`config.mk`:
```
export PLATFORM = sky130hd
export DESIGN_NAME = product_writeback
export DESIGN_NICKNAME = d
export VERILOG_FILES = /design/src/rtl/product_writeback.sv
export SDC_FILE = /design/constraint.sdc
export NUM_CORES = 1
export LEC_CHECK = 0
export BUFFER_PORTS_ARGS = -buffer_cell sky130_fd_sc_hd__clkbuf_2
export CELL_PAD_IN_SITES_DETAIL_PLACEMENT = 0
export CELL_PAD_IN_SITES_GLOBAL_PLACEMENT = 1
export CORE_ASPECT_RATIO = 0.8
export CORE_MARGIN = 2
export CORE_UTILIZATION = 53
export DETAILED_ROUTE_END_ITERATION = 6
export PLACE_DENSITY_LB_ADDON = 0.1
export SYNTH_ARGS = -nofsm -noshare
export SYNTH_HDL_FRONTEND = slang
export SYNTH_SLANG_ARGS = --single-unit
export TNS_END_PERCENT = 30
```
`constraint.sdc`:
```
create_clock -name clock -period 7.4 [get_ports clock]
set_input_delay 0.37 -clock clock [delete_from_list [all_inputs] [get_ports clock]]
set_output_delay 0.37 -clock clock [all_outputs]
set_load 0.01 [all_outputs]
```
`src/rtl/product_writeback.sv`:
```
// Product write-back: normalises multiplier products and stores one batch into a
// DEPTH x 64 result bank with a registered read port. Optional XOR checksum: WB_CHECKSUM_EN.
module product_writeback #(
    parameter int DEPTH  = 16,
    parameter int ADDR_W = 4
) (
    input  logic              clock,
    input  logic              reset,
    input  logic              start,
    input  logic              in_valid,
    output logic              in_ready,
    input  logic [1:0]        in_mode,
    input  logic [63:0]       in_product,
    input  logic              rd_en,
    input  logic [ADDR_W-1:0] rd_addr,
    output logic [63:0]       rd_data,
    output logic              rd_valid,
    output logic [ADDR_W:0]   count,
    output logic              done,
`ifdef WB_CHECKSUM_EN
    output logic [63:0]       checksum,
`endif
    output logic              overflow
);

    // state   | meaning
    // IDLE    | no batch open, products ignored
    // COLLECT | accepting products into bank[count]
    // FULL    | batch stored, further products flag overflow
    typedef enum logic [1:0] {
        IDLE    = 2'd0,
        COLLECT = 2'd1,
        FULL    = 2'd2
    } state_t;

    localparam logic [ADDR_W:0] LAST_CNT = (ADDR_W+1)'(DEPTH - 1);

    state_t            state_q;
    logic [ADDR_W:0]   count_q;
    logic              overflow_q;
    logic [63:0]       rd_data_q;
    logic              rd_valid_q;
    logic [63:0]       bank_q [DEPTH];
    logic [63:0]       norm_d;
    logic [63:0]       rd_word_d;
    logic              wr_en_d;
    logic [ADDR_W-1:0] wptr_d;

    always_comb begin
        norm_d = in_product;
        case (in_mode)
            2'd0: norm_d = {48'b0, in_product[15:0]};
            2'd1: norm_d = {{48{in_product[15]}}, in_product[15:0]};
            2'd2: norm_d = {{32{in_product[31]}}, in_product[31:0]};
            2'd3: norm_d = in_product;
        endcase
    end

    // A start in the same cycle as a handshake discards the handshake.
    assign wr_en_d = (state_q == COLLECT) && in_valid && !start;
    assign wptr_d  = count_q[ADDR_W-1:0];

`ifdef WB_CHECKSUM_EN
    logic [63:0] checksum_q;
    assign checksum = checksum_q;
`endif

    always_ff @(posedge clock) begin
        if (reset) begin
            state_q    <= IDLE;
            count_q    <= '0;
            overflow_q <= 1'b0;
`ifdef WB_CHECKSUM_EN
            checksum_q <= '0;
`endif
        end else begin
            case (state_q)
                IDLE: begin
                    if (start) begin
                        state_q    <= COLLECT;
                        count_q    <= '0;
                        overflow_q <= 1'b0;
`ifdef WB_CHECKSUM_EN
                        checksum_q <= '0;
`endif
                    end
                end
                COLLECT: begin
                    if (start) begin
                        count_q    <= '0;
                        overflow_q <= 1'b0;
`ifdef WB_CHECKSUM_EN
                        checksum_q <= '0;
`endif
                    end else if (in_valid) begin
                        count_q <= count_q + (ADDR_W+1)'(1);
`ifdef WB_CHECKSUM_EN
                        checksum_q <= checksum_q ^ norm_d;
`endif
                        if (count_q == LAST_CNT) begin
                            state_q <= FULL;
                        end
                    end
                end
                FULL: begin
                    if (start) begin
                        state_q    <= COLLECT;
                        count_q    <= '0;
                        overflow_q <= 1'b0;
`ifdef WB_CHECKSUM_EN
                        checksum_q <= '0;
`endif
                    end else if (in_valid) begin
                        overflow_q <= 1'b1;
                    end
                end
                default: state_q <= IDLE;
            endcase
        end
    end

    // Bank is deliberately left out of reset so a reset batch stays readable.
    always_ff @(posedge clock) begin
        if (!reset && wr_en_d) begin
            bank_q[wptr_d] <= norm_d;
        end
    end

    generate
        if (DEPTH == (1 << ADDR_W)) begin : g_full_map
            assign rd_word_d = bank_q[rd_addr];
        end else begin : g_part_map
            assign rd_word_d = (rd_addr < ADDR_W'(DEPTH)) ? bank_q[rd_addr] : 64'b0;
        end
    endgenerate

    always_ff @(posedge clock) begin
        if (reset) begin
            rd_valid_q <= 1'b0;
            rd_data_q  <= '0;
        end else begin
            rd_valid_q <= rd_en;
            if (rd_en) begin
                rd_data_q <= rd_word_d;
            end
        end
    end

    assign in_ready = (state_q == COLLECT);
    assign done     = (state_q == FULL);
    assign count    = count_q;
    assign overflow = overflow_q;
    assign rd_data  = rd_data_q;
    assign rd_valid = rd_valid_q;

endmodule

```
==> results.json <==
{
  "slew_headroom_pct": 19.1,
  "run_status": "finished clean",
  "num_io_pins": 148,
  "worstSetupPathType": "flop to flop",
  "global_route_wire_length_before_repair_um": 145000,
  "synth_top_cells_by_area": "edfxtp_1, mux2i_1, dfxtp_1",
  "cts.path.max_buffers": 3,
  "die-height_um": 257,
  "wl_um": 98800,
  "min-delay-start": "reset",
  "initial_utilization_pct": 53.6,
  "drt-vias-per-instance": 5.91,
  "layout_worst_path_cycle_share_pct": 42.9,
  "slew_viol_final": 0,
  "final_global_route_overflow_total": 0,
  "worst-path-buf-inv": 1,
  "cp-end-kind": "flop",
  "clk_pin_slew_worst_paths_ns": 0.06,
  "critical_path_data_required_time_ns": 7.69,
  "insertedDiodeCount": 0,
  "r2r_setup_slack_ns": 4.23,
  "p_per_area_mw_per_mm2": 272,
  "detailedRoute.firstPassIterationCount": 5,
  "worstPathArrival_ns": 3.46,
  "critical_path.reg2reg.endpoint": "bank_q[12][53]$_DFFE_PP_",
  "grt_util_all_layers_pct": 23.9,
  "critical-path-top-delay-family": "simple AND/OR/NAND/NOR gates",
  "rows": 92,
  "post-synth-top-count-cell": "edfxtp_1",
  "worstPathMaxFanout": 38,
  "clock.fmax_ghz": 0.315,
  "skew_final_ns": 0.0176,
  "syn_inst": 2537,
  "cts_made_buffers": 105,
  "ant_nets": 0,
  "gp_routability_congestion": 0.753,
  "grt_max_degree": 139,
  "yosys_register_bits": 1097,
  "post_synth.cell_area_avg_sq_um": 16.7,
  "synth_top_cell_by_area": "edfxtp_1",
  "cap_violations": 0,
  "post-cts-setup-buffers": 0,
  "holdPathStages": 2,
  "critical_path.max_stage_delay_ns": 0.92,
  "ir_drop_uv": 166,
  "die-area_sq_mm": 0.0821,
  "setup_viol": 0,
  "hpwl_um": 49100,
  "static-leakage-power_nw": 17.2,
  "fin_crit_ns": 3.17,
  "yosysSeqAreaShare_pct": 76.1,
  "cp-start-kind": "flop",
  "min-delay-path-class": "input port to flop",
  "initialDrtViolationCount": 2348,
  "vias": 22500,
  "tritoncts": "built",
  "cts_num_sinks": 1097,
  "nNetsFinal": 2765,
  "grt_antenna_before_repair": 1,
  "crit_chain": "and2b_1 -> and3_1 -> nand2_1 -> nor2_4 -> buf_4",
  "grt_setup_unrepaired": "no",
  "syn_to_final_growth_pct": 12.5,
  "slew_of_the_pin_with_the_lowest_slew_margin_ns": 1.21,
  "final_cells": 3809,
  "buffer_ports.inserted": 147,
  "final_number_of_hold_violating_endpoints": 0,
  "placed_cells": 3611,
  "layout-drive-gt1-share_pct": 13.9,
  "drc_errors": 0,
  "wl_per_cell_um": 25.9,
  "synth_cell_type_count": 36,
  "yosys_most_used_dff": "edfxtp_1",
  "layout.filler_cells": 5845,
  "cpMaxStageDelayCell": "nor2_4",
  "synth_warnings": 0,
  "dieWidth_um": 320,
  "critical_path.reg2reg.startpoint": "state_q[0]$_SDFFE_PP0P_",
  "htree_num_levels": 3,
  "core_region_area_sq_mm": 0.0790,
  "synth-edff-count": 1024,
  "sum_of_negative_setup_slack_ns": 0,
  "cts-root-buf": "clkbuf_16",
  "rr_worst_depth": 5,
  "synth.top_cell.area_share_pct": 72.7,
  "syn_nets": 2617,
  "synth_top_cells_by_count": "edfxtp_1, mux2i_1, nand2_1",
  "hold_path_end": "overflow$_SDFFE_PP0P_",
  "post_synth_instance_area_sq_mm": 0.0423,
  "clock_latency_ns": 0.66,
  "first_global_vias": 22000,
  "postSynth.asyncResetShare_pct": 0
}
metal layers:
layer  GRT usage [%]  up-vias  wire [um]
met3            3.10      116       5790
met5               0        -          0
met1            36.1    11500      45000
met4            5.15        0       1590
met2            37.7      742      46400
li1                -    10100          -
sequential cells by signal, summed over array words and instances (netlist names):
register,flops
state_q,2
rd_valid,1
rd_data,64
overflow,1
count,5
bank_q,1024
how the worst max path moves through the flow:
stage                                 start  slack [ns]                  endpoint  depth (start not counted)
finish              state_q[0]$_SDFFE_PP0P_        4.23  bank_q[12][53]$_DFFE_PP_                          5
global route        state_q[0]$_SDFFE_PP0P_        3.98  bank_q[12][46]$_DFFE_PP_                          5
CTS                 state_q[0]$_SDFFE_PP0P_        4.14  bank_q[12][33]$_DFFE_PP_                          5
detailed placement                    reset        4.02  bank_q[12][50]$_DFFE_PP_                          6
global placement                      reset        4.14  bank_q[12][50]$_DFFE_PP_                          6
floorplan           state_q[0]$_SDFFE_PP0P_        1.46    bank_q[0][0]$_DFFE_PP_                          5
through the flow:
| stage | worst slack [ns] | hold WS, ns | util, % | power (mW) | cell area [sq um] |
|---|---|---|---|---|---|
| floorplan | 1.46 | 0.449 | - | 7.40 | 42300 |
| finish | 4.23 | 0.0699 | 60.3 | 13.0 | 47600 |
| CTS | 4.14 | 0.0366 | 60.3 | 13.1 | 47600 |
| global route | 3.98 | 0.0604 | 60.3 | 13.4 | 47600 |
| detailed placement | 4.02 | 0.446 | 55.8 | 7.64 | 44000 |
| global placement | 4.14 | 0.446 | 55.8 | 7.62 | 44000 |
power breakdown:
group	internal (mW)	switching (mW)
combinational	0.193	0.420
clock	3.26	2.21
sequential	6.86	0.0339
total	10.3	2.66
cell usage in the layout, fill, tap and decap left out, types with 2 or more instances in the layout:
master	n
edfxtp_1	1024
mux2i_1	512
nand2_1	234
nand3_1	194
clkbuf_2	146
a22oi_1	128
a21oi_1	115
clkbuf_16	111
dfxtp_1	73
buf_4	36
a21o_1	33
clkbuf_1	28
a21oi_2	16
clkinv_2	16
nor2_4	14
bufinv_16	12
clkinv_1	11
clkbuf_8	10
clkinvlp_4	8
nor2_1	7
inv_1	5
ha_1	5
buf_12	5
nor3_2	4
and3_1	2
nand3b_1	2
nor2b_1	2
nand2b_1	2
nor2b_4	2
logic make-up after synthesis:
logic type / Yosys count / synth area share [%]
multiplexers: 512 / 12.1
AO/OA/AOI/OAI: 298 / 4.65
AND/OR/NAND/NOR: 470 / 4.87
flip-flops: 1097 / 76.1
XOR/XNOR: 2 / 0.0414
adder cells (fa/ha/maj): 5 / 0.148
buffers and inverters: 153 / 2.06
what timing repair did:
action,in CTS,in global routing
resized for setup,0,0
hold endpoints to repair,1,0
hold buffers,1,0
final cells by class:
type | instances | area, sq um | share of cell area, %
clock buffers | 149 | 3020 | 6.34
flip-flops and latches | 1097 | 32200 | 67.7
inverters | 5 | 18.8 | 0.0394
repair buffers | 189 | 1130 | 2.37
clock inverters | 48 | 551 | 1.16
multi-input cells | 1287 | 9390 | 19.7
well taps | 1034 | 1290 | 2.72
No activity file was read; power rests on OpenSTA's default activity.
